## config.mk

```make
export PLATFORM = sky130hd
export DESIGN_NAME = spi_seq
export DESIGN_NICKNAME = d
export VERILOG_FILES = /design/src/rtl/spi_seq_pkg.sv /design/src/rtl/spi_seq_fifo.sv /design/src/rtl/spi_seq.sv
export SDC_FILE = /design/constraint.sdc
export NUM_CORES = 1
export LEC_CHECK = 0
export ABC_AREA = 1
export CAP_MARGIN = 20
export CORE_MARGIN = 2
export CORE_UTILIZATION = 45
export CTS_BUF_LIST = sky130_fd_sc_hd__clkbuf_8
export CTS_CLUSTER_SIZE = 30
export DETAILED_ROUTE_END_ITERATION = 12
export PLACE_DENSITY = 0.6
export SKIP_CTS_REPAIR_TIMING = 1
export SLEW_MARGIN = 20
export SYNTH_ARGS = -nofsm -noshare
export SYNTH_HDL_FRONTEND = slang
export SYNTH_SLANG_ARGS = --single-unit
```

## constraint.sdc

```tcl
create_clock -name clk -period 6.4 [get_ports clk]
set_clock_uncertainty 0.15 [all_clocks]
set_input_delay 1.28 -clock clk [delete_from_list [all_inputs] [get_ports clk]]
set_output_delay 1.28 -clock clk [all_outputs]
set_load 0.03 [all_outputs]
```

## src/rtl/spi_seq_pkg.sv

```systemverilog
// spi_seq_pkg: shared definitions for the port-mapped SPI burst sequencer.
//   - state_e       : sequencer FSM states
//   - OFF_*         : port offsets relative to the block base address
//   - STAT_*        : bit positions inside the status byte
//   - pack_status() : assembles the status byte from its flags
package spi_seq_pkg;

    typedef enum logic [1:0] {
        ST_IDLE  = 2'd0,
        ST_ISSUE = 2'd1,
        ST_WAIT  = 2'd2
    } state_e;

    localparam logic [7:0] OFF_DATA  = 8'd0;
    localparam logic [7:0] OFF_CMD   = 8'd1;
    localparam logic [7:0] OFF_START = 8'd2;
    localparam logic [7:0] OFF_STAT  = 8'd3;
    localparam logic [7:0] OFF_LVL   = 8'd4;

    localparam int STAT_BUSY  = 7;
    localparam int STAT_EMPTY = 6;
    localparam int STAT_FULL  = 5;
    localparam int STAT_OVF   = 4;
    localparam int STAT_TMO   = 3;

    function automatic logic [7:0] pack_status(
        input logic busy,
        input logic empty,
        input logic full,
        input logic ovf,
        input logic tmo
    );
        logic [7:0] s;
        s             = 8'h00;
        s[STAT_BUSY]  = busy;
        s[STAT_EMPTY] = empty;
        s[STAT_FULL]  = full;
        s[STAT_OVF]   = ovf;
        s[STAT_TMO]   = tmo;
        return s;
    endfunction

endpackage

```

## src/rtl/spi_seq_fifo.sv

```systemverilog
// spi_seq_fifo: synchronous receive FIFO, 2^AW bytes deep.
// Ports:
//   clk, rst      : clock, synchronous active-high reset (clears pointers/level)
//   push, din     : write request and byte
//   pop           : read request; head is the byte being popped
//   head          : oldest byte, 8'hFF while empty
//   level         : occupancy 0..2^AW (AW+1 bits)
//   full, empty   : occupancy flags
//   drop          : push rejected this cycle (full with no same-cycle pop)
module spi_seq_fifo #(
    parameter int AW = 4
) (
    input  logic          clk,
    input  logic          rst,
    input  logic          push,
    input  logic          pop,
    input  logic [7:0]    din,
    output logic [7:0]    head,
    output logic [AW:0]   level,
    output logic          full,
    output logic          empty,
    output logic          drop
);

    localparam int DEPTH = 1 << AW;
    localparam logic [AW:0] LVL_FULL = (AW + 1)'(DEPTH);

    logic [7:0]    mem_r [DEPTH];
    logic [AW-1:0] wr_ptr_r;
    logic [AW-1:0] rd_ptr_r;
    logic [AW:0]   level_r;
    logic          do_push_s;
    logic          do_pop_s;

    // Qualify requests: a pop frees a slot, so push-at-full succeeds alongside it.
    always_comb begin
        empty     = (level_r == (AW + 1)'(0));
        full      = (level_r == LVL_FULL);
        do_pop_s  = pop && !empty;
        do_push_s = push && (!full || do_pop_s);
        drop      = push && full && !do_pop_s;
        level     = level_r;
        if (empty) begin
            head = 8'hFF;
        end else begin
            head = mem_r[rd_ptr_r];
        end
    end

    // Storage array; at full the write slot equals the slot being popped, which is safe.
    always_ff @(posedge clk) begin
        if (do_push_s && !rst) begin
            mem_r[wr_ptr_r] <= din;
        end
    end

    // Pointers wrap naturally at 2^AW; level tracks net push/pop.
    always_ff @(posedge clk) begin
        if (rst) begin
            wr_ptr_r <= '0;
            rd_ptr_r <= '0;
            level_r  <= '0;
        end else begin
            if (do_push_s) begin
                wr_ptr_r <= wr_ptr_r + AW'(1);
            end
            if (do_pop_s) begin
                rd_ptr_r <= rd_ptr_r + AW'(1);
            end
            case ({do_push_s, do_pop_s})
                2'b10:   level_r <= level_r + (AW + 1)'(1);
                2'b01:   level_r <= level_r - (AW + 1)'(1);
                default: level_r <= level_r;
            endcase
        end
    end

endmodule

```

## src/rtl/spi_seq.sv

```systemverilog
// spi_seq: CPU port-mapped sequencer that drives a byte SPI engine for bursts
// of 1..256 bytes and collects received bytes into a FIFO.
// Ports:
//   clk, rst          : clock, synchronous active-high reset
//   pin_pa/po/pw/pr   : CPU port address, write data, write strobe, read strobe
//   pin_pi            : port read data (combinational, 8'hFF when not decoded)
//   eng_start         : one-cycle engine request (only in ISSUE)
//   eng_cmd, eng_tx   : command and fill byte, held stable through a burst
//   eng_done, eng_rx  : engine completion pulse and received byte
//   busy              : sequencer not idle
// Port map: BASE+0 fill / FIFO pop, BASE+1 cmd, BASE+2 start burst (0 = 256),
//   BASE+3 status {busy,empty,full,ovf,tmo,000} (read clears ovf/tmo), BASE+4 level.
// Build option: define SPI_SEQ_TIMEOUT_EN to include the WAIT-state watchdog.
module spi_seq
    import spi_seq_pkg::*;
#(
    parameter logic [7:0] BASE        = 8'hF0,
    parameter int          FIFO_AW     = 4,
    parameter int          TIMEOUT_CYC = 65535
) (
    input  logic       clk,
    input  logic       rst,
    input  logic [7:0] pin_pa,
    input  logic [7:0] pin_po,
    input  logic       pin_pw,
    input  logic       pin_pr,
    output logic [7:0] pin_pi,
    output logic       eng_start,
    output logic [1:0] eng_cmd,
    output logic [7:0] eng_tx,
    input  logic       eng_done,
    input  logic [7:0] eng_rx,
    output logic       busy
);

    localparam logic [7:0] ADDR_DATA  = BASE + OFF_DATA;
    localparam logic [7:0] ADDR_CMD   = BASE + OFF_CMD;
    localparam logic [7:0] ADDR_START = BASE + OFF_START;
    localparam logic [7:0] ADDR_STAT  = BASE + OFF_STAT;
    localparam logic [7:0] ADDR_LVL   = BASE + OFF_LVL;

    state_e        state_r;
    state_e        state_next_s;
    logic [8:0]    remaining_r;
    logic [8:0]    remaining_next_s;
    logic [7:0]    fill_r;
    logic [1:0]    cmd_r;
    logic          eng_start_r;
    logic          busy_r;
    logic          ovf_r;
    logic          tmo_bit_s;
    logic          tmo_hit_s;

    logic          idle_s;
    logic          wr_fill_s;
    logic          wr_cmd_s;
    logic          wr_start_s;
    logic          rd_stat_s;
    logic          pop_s;
    logic          push_s;

    logic [7:0]    fifo_head_s;
    logic [FIFO_AW:0] fifo_level_s;
    logic          fifo_full_s;
    logic          fifo_empty_s;
    logic          fifo_drop_s;

    // Port strobe decode; configuration writes only land while idle.
    always_comb begin
        idle_s     = (state_r == ST_IDLE);
        wr_fill_s  = pin_pw && (pin_pa == ADDR_DATA)  && idle_s;
        wr_cmd_s   = pin_pw && (pin_pa == ADDR_CMD)   && idle_s;
        wr_start_s = pin_pw && (pin_pa == ADDR_START) && idle_s;
        rd_stat_s  = pin_pr && (pin_pa == ADDR_STAT);
        pop_s      = pin_pr && (pin_pa == ADDR_DATA);
        push_s     = eng_done && (state_r == ST_WAIT);
    end

    spi_seq_fifo #(
        .AW (FIFO_AW)
    ) u_fifo (
        .clk   (clk),
        .rst   (rst),
        .push  (push_s),
        .pop   (pop_s),
        .din   (eng_rx),
        .head  (fifo_head_s),
        .level (fifo_level_s),
        .full  (fifo_full_s),
        .empty (fifo_empty_s),
        .drop  (fifo_drop_s)
    );

`ifdef SPI_SEQ_TIMEOUT_EN
    localparam int WD_W = $clog2(TIMEOUT_CYC + 1);
    localparam logic [WD_W-1:0] WD_LAST = WD_W'(TIMEOUT_CYC - 1);

    logic [WD_W-1:0] wdog_r;
    logic            tmo_r;

    // Watchdog counts consecutive WAIT cycles without a completion.
    always_ff @(posedge clk) begin
        if (rst) begin
            wdog_r <= '0;
        end else if ((state_r == ST_WAIT) && !eng_done && !tmo_hit_s) begin
            wdog_r <= wdog_r + WD_W'(1);
        end else begin
            wdog_r <= '0;
        end
    end

    // Sticky timeout flag, cleared by a status read unless a new timeout lands.
    always_ff @(posedge clk) begin
        if (rst) begin
            tmo_r <= 1'b0;
        end else if (tmo_hit_s) begin
            tmo_r <= 1'b1;
        end else if (rd_stat_s) begin
            tmo_r <= 1'b0;
        end
    end

    assign tmo_bit_s = tmo_r;
`else
    logic unused_s;
    assign unused_s  = ^TIMEOUT_CYC;
    assign tmo_bit_s = 1'b0;
`endif

    // Next-state logic; remaining count holds bytes still to be completed.
    always_comb begin
        state_next_s     = state_r;
        remaining_next_s = remaining_r;
        tmo_hit_s        = 1'b0;
        case (state_r)
            ST_IDLE: begin
                if (wr_start_s) begin
                    state_next_s = ST_ISSUE;
                    if (pin_po == 8'd0) begin
                        remaining_next_s = 9'd256;
                    end else begin
                        remaining_next_s = {1'b0, pin_po};
                    end
                end else begin
                    state_next_s = ST_IDLE;
                end
            end
            ST_ISSUE: begin
                state_next_s = ST_WAIT;
            end
            ST_WAIT: begin
                if (eng_done) begin
                    remaining_next_s = remaining_r - 9'd1;
                    if (remaining_r == 9'd1) begin
                        state_next_s = ST_IDLE;
                    end else begin
                        state_next_s = ST_ISSUE;
                    end
                end
`ifdef SPI_SEQ_TIMEOUT_EN
                else if (wdog_r == WD_LAST) begin
                    tmo_hit_s        = 1'b1;
                    state_next_s     = ST_IDLE;
                    remaining_next_s = 9'd0;
                end
`endif
                else begin
                    state_next_s = ST_WAIT;
                end
            end
            default: begin
                state_next_s     = ST_IDLE;
                remaining_next_s = 9'd0;
            end
        endcase
    end

    // State, burst count and registered engine handshake outputs.
    always_ff @(posedge clk) begin
        if (rst) begin
            state_r     <= ST_IDLE;
            remaining_r <= 9'd0;
            eng_start_r <= 1'b0;
            busy_r      <= 1'b0;
        end else begin
            state_r     <= state_next_s;
            remaining_r <= remaining_next_s;
            eng_start_r <= (state_next_s == ST_ISSUE);
            busy_r      <= (state_next_s != ST_IDLE);
        end
    end

    // Fill byte and engine command registers.
    always_ff @(posedge clk) begin
        if (rst) begin
            fill_r <= 8'hFF;
            cmd_r  <= 2'b00;
        end else begin
            if (wr_fill_s) begin
                fill_r <= pin_po;
            end
            if (wr_cmd_s) begin
                cmd_r <= pin_po[1:0];
            end
        end
    end

    // Sticky overflow; a drop in the same cycle as a status read wins.
    always_ff @(posedge clk) begin
        if (rst) begin
            ovf_r <= 1'b0;
        end else if (fifo_drop_s) begin
            ovf_r <= 1'b1;
        end else if (rd_stat_s) begin
            ovf_r <= 1'b0;
        end
    end

    // Port read mux.
    always_comb begin
        pin_pi = 8'hFF;
        case (pin_pa)
            ADDR_DATA: pin_pi = fifo_head_s;
            ADDR_STAT: pin_pi = pack_status(busy_r, fifo_empty_s, fifo_full_s,
                                            ovf_r, tmo_bit_s);
            ADDR_LVL:  pin_pi = 8'(fifo_level_s);
            default:   pin_pi = 8'hFF;
        endcase
    end

    assign eng_start = eng_start_r;
    assign busy      = busy_r;
    assign eng_tx    = fill_r;
    assign eng_cmd   = cmd_r;

endmodule

```

# Word-level counts from Yosys, hierarchy flattened
# Memory sizes are Yosys's and may differ from the RTL's. A register that Yosys moved wholly into a read port is not among the register bits.
# Index checks and enable logic that the tools add are counted.
[op_classes]
n_mux = 17
reduce_logical = 26
bitwise = 1
add_sub_neg = 5
n_eq_ne = 14
[op_table]
columns = ["cell", "n"]
rows = [
  ["== test 8 bit (second input constant)", 5],
  ["two-way mux 9 bit", 3],
  ["case mux 9 bit (3 select lines)", 1],
  ["case mux 8 bit (3 select lines)", 1],
  ["logical AND 1 bit", 14],
  ["case mux 5 bit (2 select lines)", 1],
  ["== test 9 x 1 -> 1 bit (second input constant)", 1],
  ["subtractor 9 x 1 -> 9 bit (second input constant)", 1],
  ["adder 4 x 1 -> 4 bit (second input constant)", 2],
  ["zero test 8 bit", 1],
  ["two-way mux 4 bit", 2],
  ["two-way mux 8 bit", 1],
  ["== test 2 x 1 -> 1 bit (second input constant)", 3],
  ["two-way mux 1 bit", 6],
  ["case mux 2 bit (3 select lines)", 1],
  ["nonzero test 2 bit", 3],
  ["adder 5 x 1 -> 5 bit (second input constant)", 1],
  ["== test 5 bit (second input constant)", 1],
  ["zero test 5 bit", 1],
  ["subtractor 5 x 1 -> 5 bit (second input constant)", 1],
  ["== test 2 bit (second input constant)", 2],
  ["zero test 1 bit", 4],
  ["AND reduction 3 bit", 1],
  ["zero test 2 bit", 1],
  ["5 further kinds", 5],
]
[totals]
reg_bits = 37
ram_bits = 128
word_cells = 74
out_inout_bits = 20
mem_count = 1
[mem_list]
columns = ["memory", "depth", "word_bits", "rd", "rd_clocked_by_memory_dff", "wr", "line", "text"]
rows = [
  ["u_fifo.mem_r", 16, 8, 1, 1, 1, "spi_seq_fifo.sv:28", "logic [7:0] mem_r [DEPTH];"],
]

# Logic depth before layout (Yosys ltp)
# Gate-level depths: netlist (run 1).
[depth]
depth_word = 8
mapped_depth = 16

# Cells and area by module
# Synthesis (run 1) repeated with hierarchy kept, for this count alone.
[unflattened]
hier_cells = 670
area_unflattened_um2 = 7462.2
[by_module_without_submodules]
columns = ["module", "n_inst", "cells_each", "area_each_um2", "seq_area_each_um2"]
rows = [
  ["spi_seq_fifo", 1, 447, 5997.0, 4184.0],
  ["spi_seq", 1, 223, 1465.2, 480.5],
]

# Least setup slack after synthesis (run 1)
# OpenSTA, ideal clock, no wires.
[synth_timing]
kind = "in2out"
from = "in pin_pa[6]"
to = "out pin_pi[4]"
path_stages = 7
slack_ns = 2.642
required_time_ns = 4.970
t_arrival_ns = 2.328
path_cell_list = "nand2_1 nor2_8 nand2_4 nor2_1 nand3_1 and3_1 nand2_1"
[synth_via]
elab_chain_cells = 2
elab_cells_between_ends = 4
[synth_lines]
columns = ["element", "line", "text"]
rows = [
  ["from (decl)", "spi_seq.sv:23", "input logic [7:0] pin_pa,"],
  ["== test 8 bit", "spi_seq.sv:222", "case (pin_pa)"],
  ["case mux 8 bit (3 select lines) (*)", "spi_seq.sv:222", ""],
  ["to (decl)", "spi_seq.sv:27", "output logic [7:0] pin_pi,"],
]
# Mark *: on every way between the ends. The rest lies on a longest branch, timed or not.

# Final worst setup path (run 1)
[layout_timing]
from = "in pin_pa[2]"
to = "out pin_pi[6]"
# The elaborated chain is that of the path after synthesis.

==> results of run 1 <==
## critical path, stage by stage
cell and delay, ns:
clkdlybuf4s50_1 0.54, nor2_4 0.22, inv_2 0.11, nor3_4 0.19
nand2_2 0.10, o21ai_2 0.14, o21ai_0 0.16, inv_1 0.08
nand2_1 0.05, clkdlybuf4s50_1 0.59
## worst paths after layout
path | slack [ns] | endpoint | depth (start not counted) | from
max | 1.50 | pin_pi[6] | 10 | pin_pa[2]
min | 0.30 | eng_cmd[1] | 2 | eng_cmd[1]
max reg2reg | 3.82 | u_fifo.mem_r[13][2] | 8 | state_r[1]
min reg2reg | 0.30 | eng_cmd[1] | 2 | eng_cmd[1]
## sequential cells by signal (all words and copies together) (netlist names), named ones only
register,flops
busy,1
eng_cmd,2
eng_start,1
eng_tx,8
ovf_r,1
remaining_r,9
state_r,2
u_fifo.level,5
u_fifo.mem_r,128
u_fifo.rd_ptr_r,4
u_fifo.wr_ptr_r,4
## per-stage QoR
stage,cell area [um^2],instances
after global routing,9060,1163
final,9060,1163
after CTS,9060,1163
after detailed placement,8630,1132
after global placement,8630,1132
after floorplan,7970,884
## report_power, final
group	internal [uW]	switching (uW)	total, uW
clock network	453	371	824
registers	1180	0.322	1180
logic	21.9	37.2	59.1
## cell type report
type                    instances  share of cell area, %
flip-flops and latches        169                   51.5
multi-input cells             554                   29.5
repair buffers                 54                   5.80
inverters                     130                   5.39
well taps                     225                   3.11
clock buffers                  17                   2.58
clock inverters                14                   2.11
## layer usage
metal / global-route usage, % / wire length (um) / up-vias
met3: 3.93 / 848 / 35
met4: 8.65 / 476 / 0
met1: 27.4 / 8440 / 2687
li1: - / - / 2939
met2: 33.6 / 8760 / 146
met5: 0 / 0 / -
## layout by cell type, fill, tap and decap left out, types with 2 or more instances in the layout
cell / instances
nor2_4: 5
a21oi_1: 23
nor2_1: 47
dfxtp_1: 40
nand2_1: 279
nand4_1: 3
nor3_1: 3
nand2_2: 7
o22ai_1: 2
nor2_2: 2
edfxtp_1: 128
nand3b_1: 2
o21ai_0: 20
nand2_4: 3
o211ai_1: 6
xnor2_1: 3
clkbuf_8: 17
inv_2: 8
ha_1: 11
inv_1: 127
bufinv_16: 5
o21ai_2: 2
buf_4: 6
clkdlybuf4s50_1: 48
xor2_1: 4
nand3_1: 118
nor2_8: 3
## cells by family (layout without fill, tap and decap cells)
kind of cell / Yosys count / count (layout)
AND/OR/NAND/NOR: 478 / 478
flip-flops: 169 / 169
buffers and inverters: 161 / 215
AO/OA/AOI/OAI: 58 / 58
adder cells (fa/ha/maj): 11 / 11
XOR/XNOR: 7 / 7
==> summary by stage, run 1 <==
Outcome
The flow ran to the end, and the final reports show no timing, DRC or antenna violations.

Route
The routed layout has 5807 vias. In the routed layout, each cell is associated on average with a via count of 4.99. The detail route stage leaves a number of antenna-violating nets equal to 0. The number of search-and-repair iterations in the first detailed-routing pass is 5. Summed over all layers, the routed wires come to 18500 um.

The remaining routing DRC violations is 0. The post-detailed-route wirelength per cell is 15.9 um. The iteration-0 DRC count of the detailed router is 457.

Floorplan
The area enclosed by the die boundary is 18800 um^2. From bottom edge to top edge, the die measures 137 um. After floorplanning, the core was divided into 48 placement rows.

The core region area is 17300 um^2. For this design the top-level I/O count stands at 49. In this run the horizontal extent of the chip is 137 um. The initial cell density of the core is 46.1%.

STA
The upper clock frequency limit is 0.204 GHz. The worst slew slack as a fraction of its limit is 34.7%. The worst path uses 76.6% of the clock period. Setup repair after global routing left no endpoint under its margin. The final count of pins violating max slew is 0.

The actual transition at the worst max-transition pin is 0.977 ns. The post-route minimum period is 4.90 ns. The number of setup violations in the final report is 0. The summed negative setup slack over all endpoints is 0 ns.

The least setup slack across all paths after layout is 1.50 ns. Final hold analysis gives a worst-case slack of 0.305 ns. The number of endpoints with negative hold slack in the final report is 0.

Synth
The most frequent cell after synthesis is nand2_1. The number of unique standard cell types used by synthesis is 38. In the synthesized netlist, the number of instances is 884. The top cell type by area accounts for 48.2% of the synthesized area. The summed instance area of the synthesized netlist is 7970 um^2. The Yosys step of the flow raised 0 warnings.

The share of synthesized area spent on multiplexers is 0%. The number of synthesized flops with an enable pin is 128. Of the synthesized area, sequential elements account for 58.5%. After synthesis the netlist holds a flip-flop and latch count of 169.

The share of synthesized cell area in full adder, half adder and majority cells is 1.73%. By area the synthesized netlist is led by edfxtp_1 48%, nand2_1 13%, dfxtp_1 10%. The commonest cells after synthesis are 279 x nand2_1, 128 x edfxtp_1, 122 x inv_1, 118 x nand3_1, 47 x nor2_1. In the synthesized netlist the dominant register cell turns out to be edfxtp_1.

The mean cell area of the mapped netlist is 9.02 um^2. By area, the combinational part of the netlist is dominated by simple AND/OR/NAND/NOR gates. The post-synthesis xor/xnor area fraction is 0.769%.

The area fraction in and, or, nand and nor cells after synthesis is 26.9%. The async set-or-reset flop fraction in the synthesized netlist is 0%. edfxtp_1 takes more of the synthesized area than any other cell.

Synthesis produced a netlist with a net count of 924. Summing the areas of all compound-gate instances in the mapped netlist gives 4.18% of the synthesized area.

Cells and area
The number of antenna diodes in the final layout is 0. The number of nets in the layout is 966. The total area of multi-input combinational cells is 2670 um^2. The final core utilization is 52.4%.

From synthesis to final layout, the design area changed by 13.7%. Registers take 4670 um^2. The fill cell total of the finished layout is 1624. The post-route netlist has 7.36% of its cells at a drive strength greater than 1.

Clock network
TritonCTS built the clock tree. The clock drives 169 sinks. The clock passes through at most 2 buffers.

The number of clock buffers added by TritonCTS is 17. The root buffer cell is clkbuf_8. The insertion delay to the later sink of the worst-skew pair is 0.46 ns. In this run the number of H-tree levels came out at 4. Clock-pin slew was measured on the worst setup and hold paths at 0.08 ns.

Power
The standby leakage power is 0.00382 uW. The maximum vdd drop is 0.113 mV. Dividing total power by cell area gives a power density of 227 nW/um^2.

The design draws 2060 uW.

Worst setup path
The element type at the critical path start is an input pin. The required time of the critical path is 4.97 ns. The type of element capturing the critical path is an output pin. The largest fanout on the critical path is 8.

The critical path is of the in2out type. For the worst setup path, the data arrival time is 3.47 ns.

Placed design
The count of buffers added on input and output ports is 48. The final RePlAce weighted congestion is 0.829. The post-detailed-placement half-perimeter wirelength is 12300 um. Timing analysis after detailed placement gives a worst setup slack of 1.49 ns.

GRT
The first-pass GRT wire length is 29000 um. The via count of the first global-routing pass is 5364. The sum of overflow across all layers after global routing is 0. Across every metal layer, demand over resource in global routing totals 20.8%. The number of antenna violations at the first check in global routing came to 0. Entering global routing, the biggest net connects 65 pins.

Run
The count of max-cap constraint violations is 0.

Worst hold path
The class of the most critical hold timing path is reg2reg.
(Power assumes the default switching activity.)
==> run 2: changes to the inputs <==
==> constraint.sdc (replaced) <==
create_clock -name clk -period 5 [get_ports clk]
set_clock_uncertainty 0.15 [all_clocks]
set_input_delay 1 -clock clk [delete_from_list [all_inputs] [get_ports clk]]
set_output_delay 1 -clock clk [all_outputs]
set_load 0.03 [all_outputs]
==> summary by stage, run 2 (synthesized netlist as in run 1, its figures left out) <==
STA
At the pin with the least slew margin, the transition time is 0.896 ns. The summed negative setup slack over all endpoints is 0 ns. The upper clock frequency limit is 0.231 GHz.

The post-route minimum period is 4.32 ns. The final count of pins violating max slew is 0. The number of endpoints with negative hold slack in the final report is 0. Setup violations remaining at the end of the flow were counted as 0. The share of the clock period used by the worst path after layout is 86.5%. The final-layout worst hold slack is 0.309 ns. The worst slew slack as a fraction of its limit is 40.1%. Setup repair after global routing left no endpoint under its margin.

Power
Per report_power, the sequential group accounts for 61.0% of the total. IR analysis of the VDD net gives a maximum drop of 0.156 mV. The internal portion of the total power is 1970 uW. The clock power share is 35.9%.

In this run the static leakage power is 0.00382 uW. For this design the total switching power over the nets is 502 uW. The logic gate share of total power is 3.1%. Dividing total power by cell area gives a power density of 274 nW/um^2.

Net switching is 20.4% of the power.

Worst setup path
Data on the critical path is required at its endpoint by 3.85 ns. The largest fanout on the critical path is 8. The element type at the critical path start is an input pin. STA classifies the critical path endpoint as an output pin. The setup path with the least slack is of type in2out.

Data arrives at the worst endpoint at 3.17 ns.

Floorplan
For this configuration, the core starts out at a cell density of 46.1%. Measured along the x axis, the die boundary spans 137 um. 49 I/O pins were placed. The die covers 18800 um^2. The core region area is 17300 um^2. The number of cell rows is 48. The die is 137 um tall.

Cells and area
The register with the most flip-flops in the layout has 128 of them. The fraction of final layout cells sized beyond drive strength 1 is 7.44%. For this run, the post-layout net count is 968. The top cell types in the final layout, fill and taps aside, are 279 x nand2_1, 130 x inv_1, 128 x edfxtp_1, 118 x nand3_1, 48 x clkdlybuf4s50_1. The largest register by flop count is u_fifo.mem_r.

The final cell count without fillers is 1166. Relative to the synthesized area, the layout overhead comes to 13.2%. Leaving out fill and tap cells, the most frequent cell in the layout is nand2_1. The final antenna diode count is 0.

Route
The number of vias per cell after detailed routing is 4.92. The remaining routing DRC violations is 0. The vias after detailed routing is 5741. The first detailed-routing pass ran for 5 iterations. The number of antenna-violating nets in the routed design is 0. After detailed routing, the average wire length per cell comes to 15.9 um. The detailed router finished its first iteration with 412 violations. The total wire length after detailed routing is 18500 um.

Worst hold path
The worst hold path belongs to the class reg2reg.

Placed design
The final RePlAce weighted congestion is 0.795. The post-detailed-placement half-perimeter wirelength is 12500 um. Counting tap cells, the placed design contains a total of 1134 instances. During placement, the flow inserted port buffers numbering 48.

GRT
In the global route stage, overall resource usage came out at 21.0%. The number of antenna violations at the first check in global routing is 0. The pin count of the biggest net entering global routing is 65.

The sum of overflow across all layers after global routing is 0. The first global-routing pass estimated 29400 um of wire. The via count of the first global-routing pass is 5497.

Clock network
After clock tree synthesis, the clock-pin slew on the worst setup and hold paths is 0.08 ns. The insertion delay to the later sink of the worst-skew pair is 0.45 ns. The count of clock tree sinks is 169. In this run the number of H-tree levels came out at 4. The maximum number of buffers from clock root to sink is 2. TritonCTS built the clock tree. The number of buffers inserted during clock tree synthesis is 17.

The root buffer cell is clkbuf_8.

Run
The tool flagged a number of max-cap violations equal to 0.

Outcome
The flow ran to the end, and the final reports show no timing, DRC or antenna violations.
## run 2: power groups by stage
| stage | registers (uW) | clock network [uW] | logic, uW |
|---|---|---|---|
| 2_1_floorplan | 1540 | 0 | 25.1 |
| 3_3_place_gp | 1540 | 0 | 76.4 |
| 3_5_place_dp | 1540 | 0 | 77.0 |
| 4_1_cts | 1510 | 905 | 77.2 |
| 5_1_grt | 1510 | 961 | 83.0 |
| 6_report | 1510 | 885 | 76.6 |
## run 2: path summary, 6_finish.rpt
| kind | cells after the start | slack (ns) | from | endpoint |
|---|---|---|---|---|
| max | 10 | 0.68 | pin_pa[2] | pin_pi[5] |
| min | 2 | 0.31 | eng_cmd[0] | eng_cmd[0] |
| max reg2reg | 16 | 2.47 | u_fifo.level[2] | u_fifo.level[4] |
| min reg2reg | 2 | 0.31 | eng_cmd[0] | eng_cmd[0] |
## run 2: area by class of cell
cell class              count  area [um^2]
multi-input cells         554         2670
clock inverters            11         70.1
clock buffers              21          289
fillers                  1672         8280
flip-flops and latches    169         4670
repair buffers             56          553
well taps                 225          282
inverters                 130          488
## run 2: critical path, cell delays in order
cell and delay (ns):
clkdlybuf4s50_1 0.54, nor2_4 0.21, inv_2 0.11, nor3_4 0.20
nand2_2 0.10, o21ai_2 0.14, o21ai_0 0.15, inv_1 0.07
nand2_1 0.05, clkdlybuf4s50_1 0.59
## run 2: layer usage
layer  wire, um  share of wire, %  GRT usage (%)  vias up
li1           -                 -              -     2940
met1       8330                45           27.4     2635
met2       8880                48           34.8      144
met3        914               4.9           4.59       22
met4        385               2.1           6.87        0
met5          0                 0              0        -
## run 2: through the flow
stage               worst slack (ns)  total power, uW  area, um^2  util, %
global placement               0.704             1610        8660     50.1
global route                   0.519             2550        9020     52.2
CTS                            0.677             2490        9020     52.2
detailed placement             0.683             1620        8660     50.1
floorplan                       1.80             1560        7970        -
finish                         0.676             2470        9020     52.2
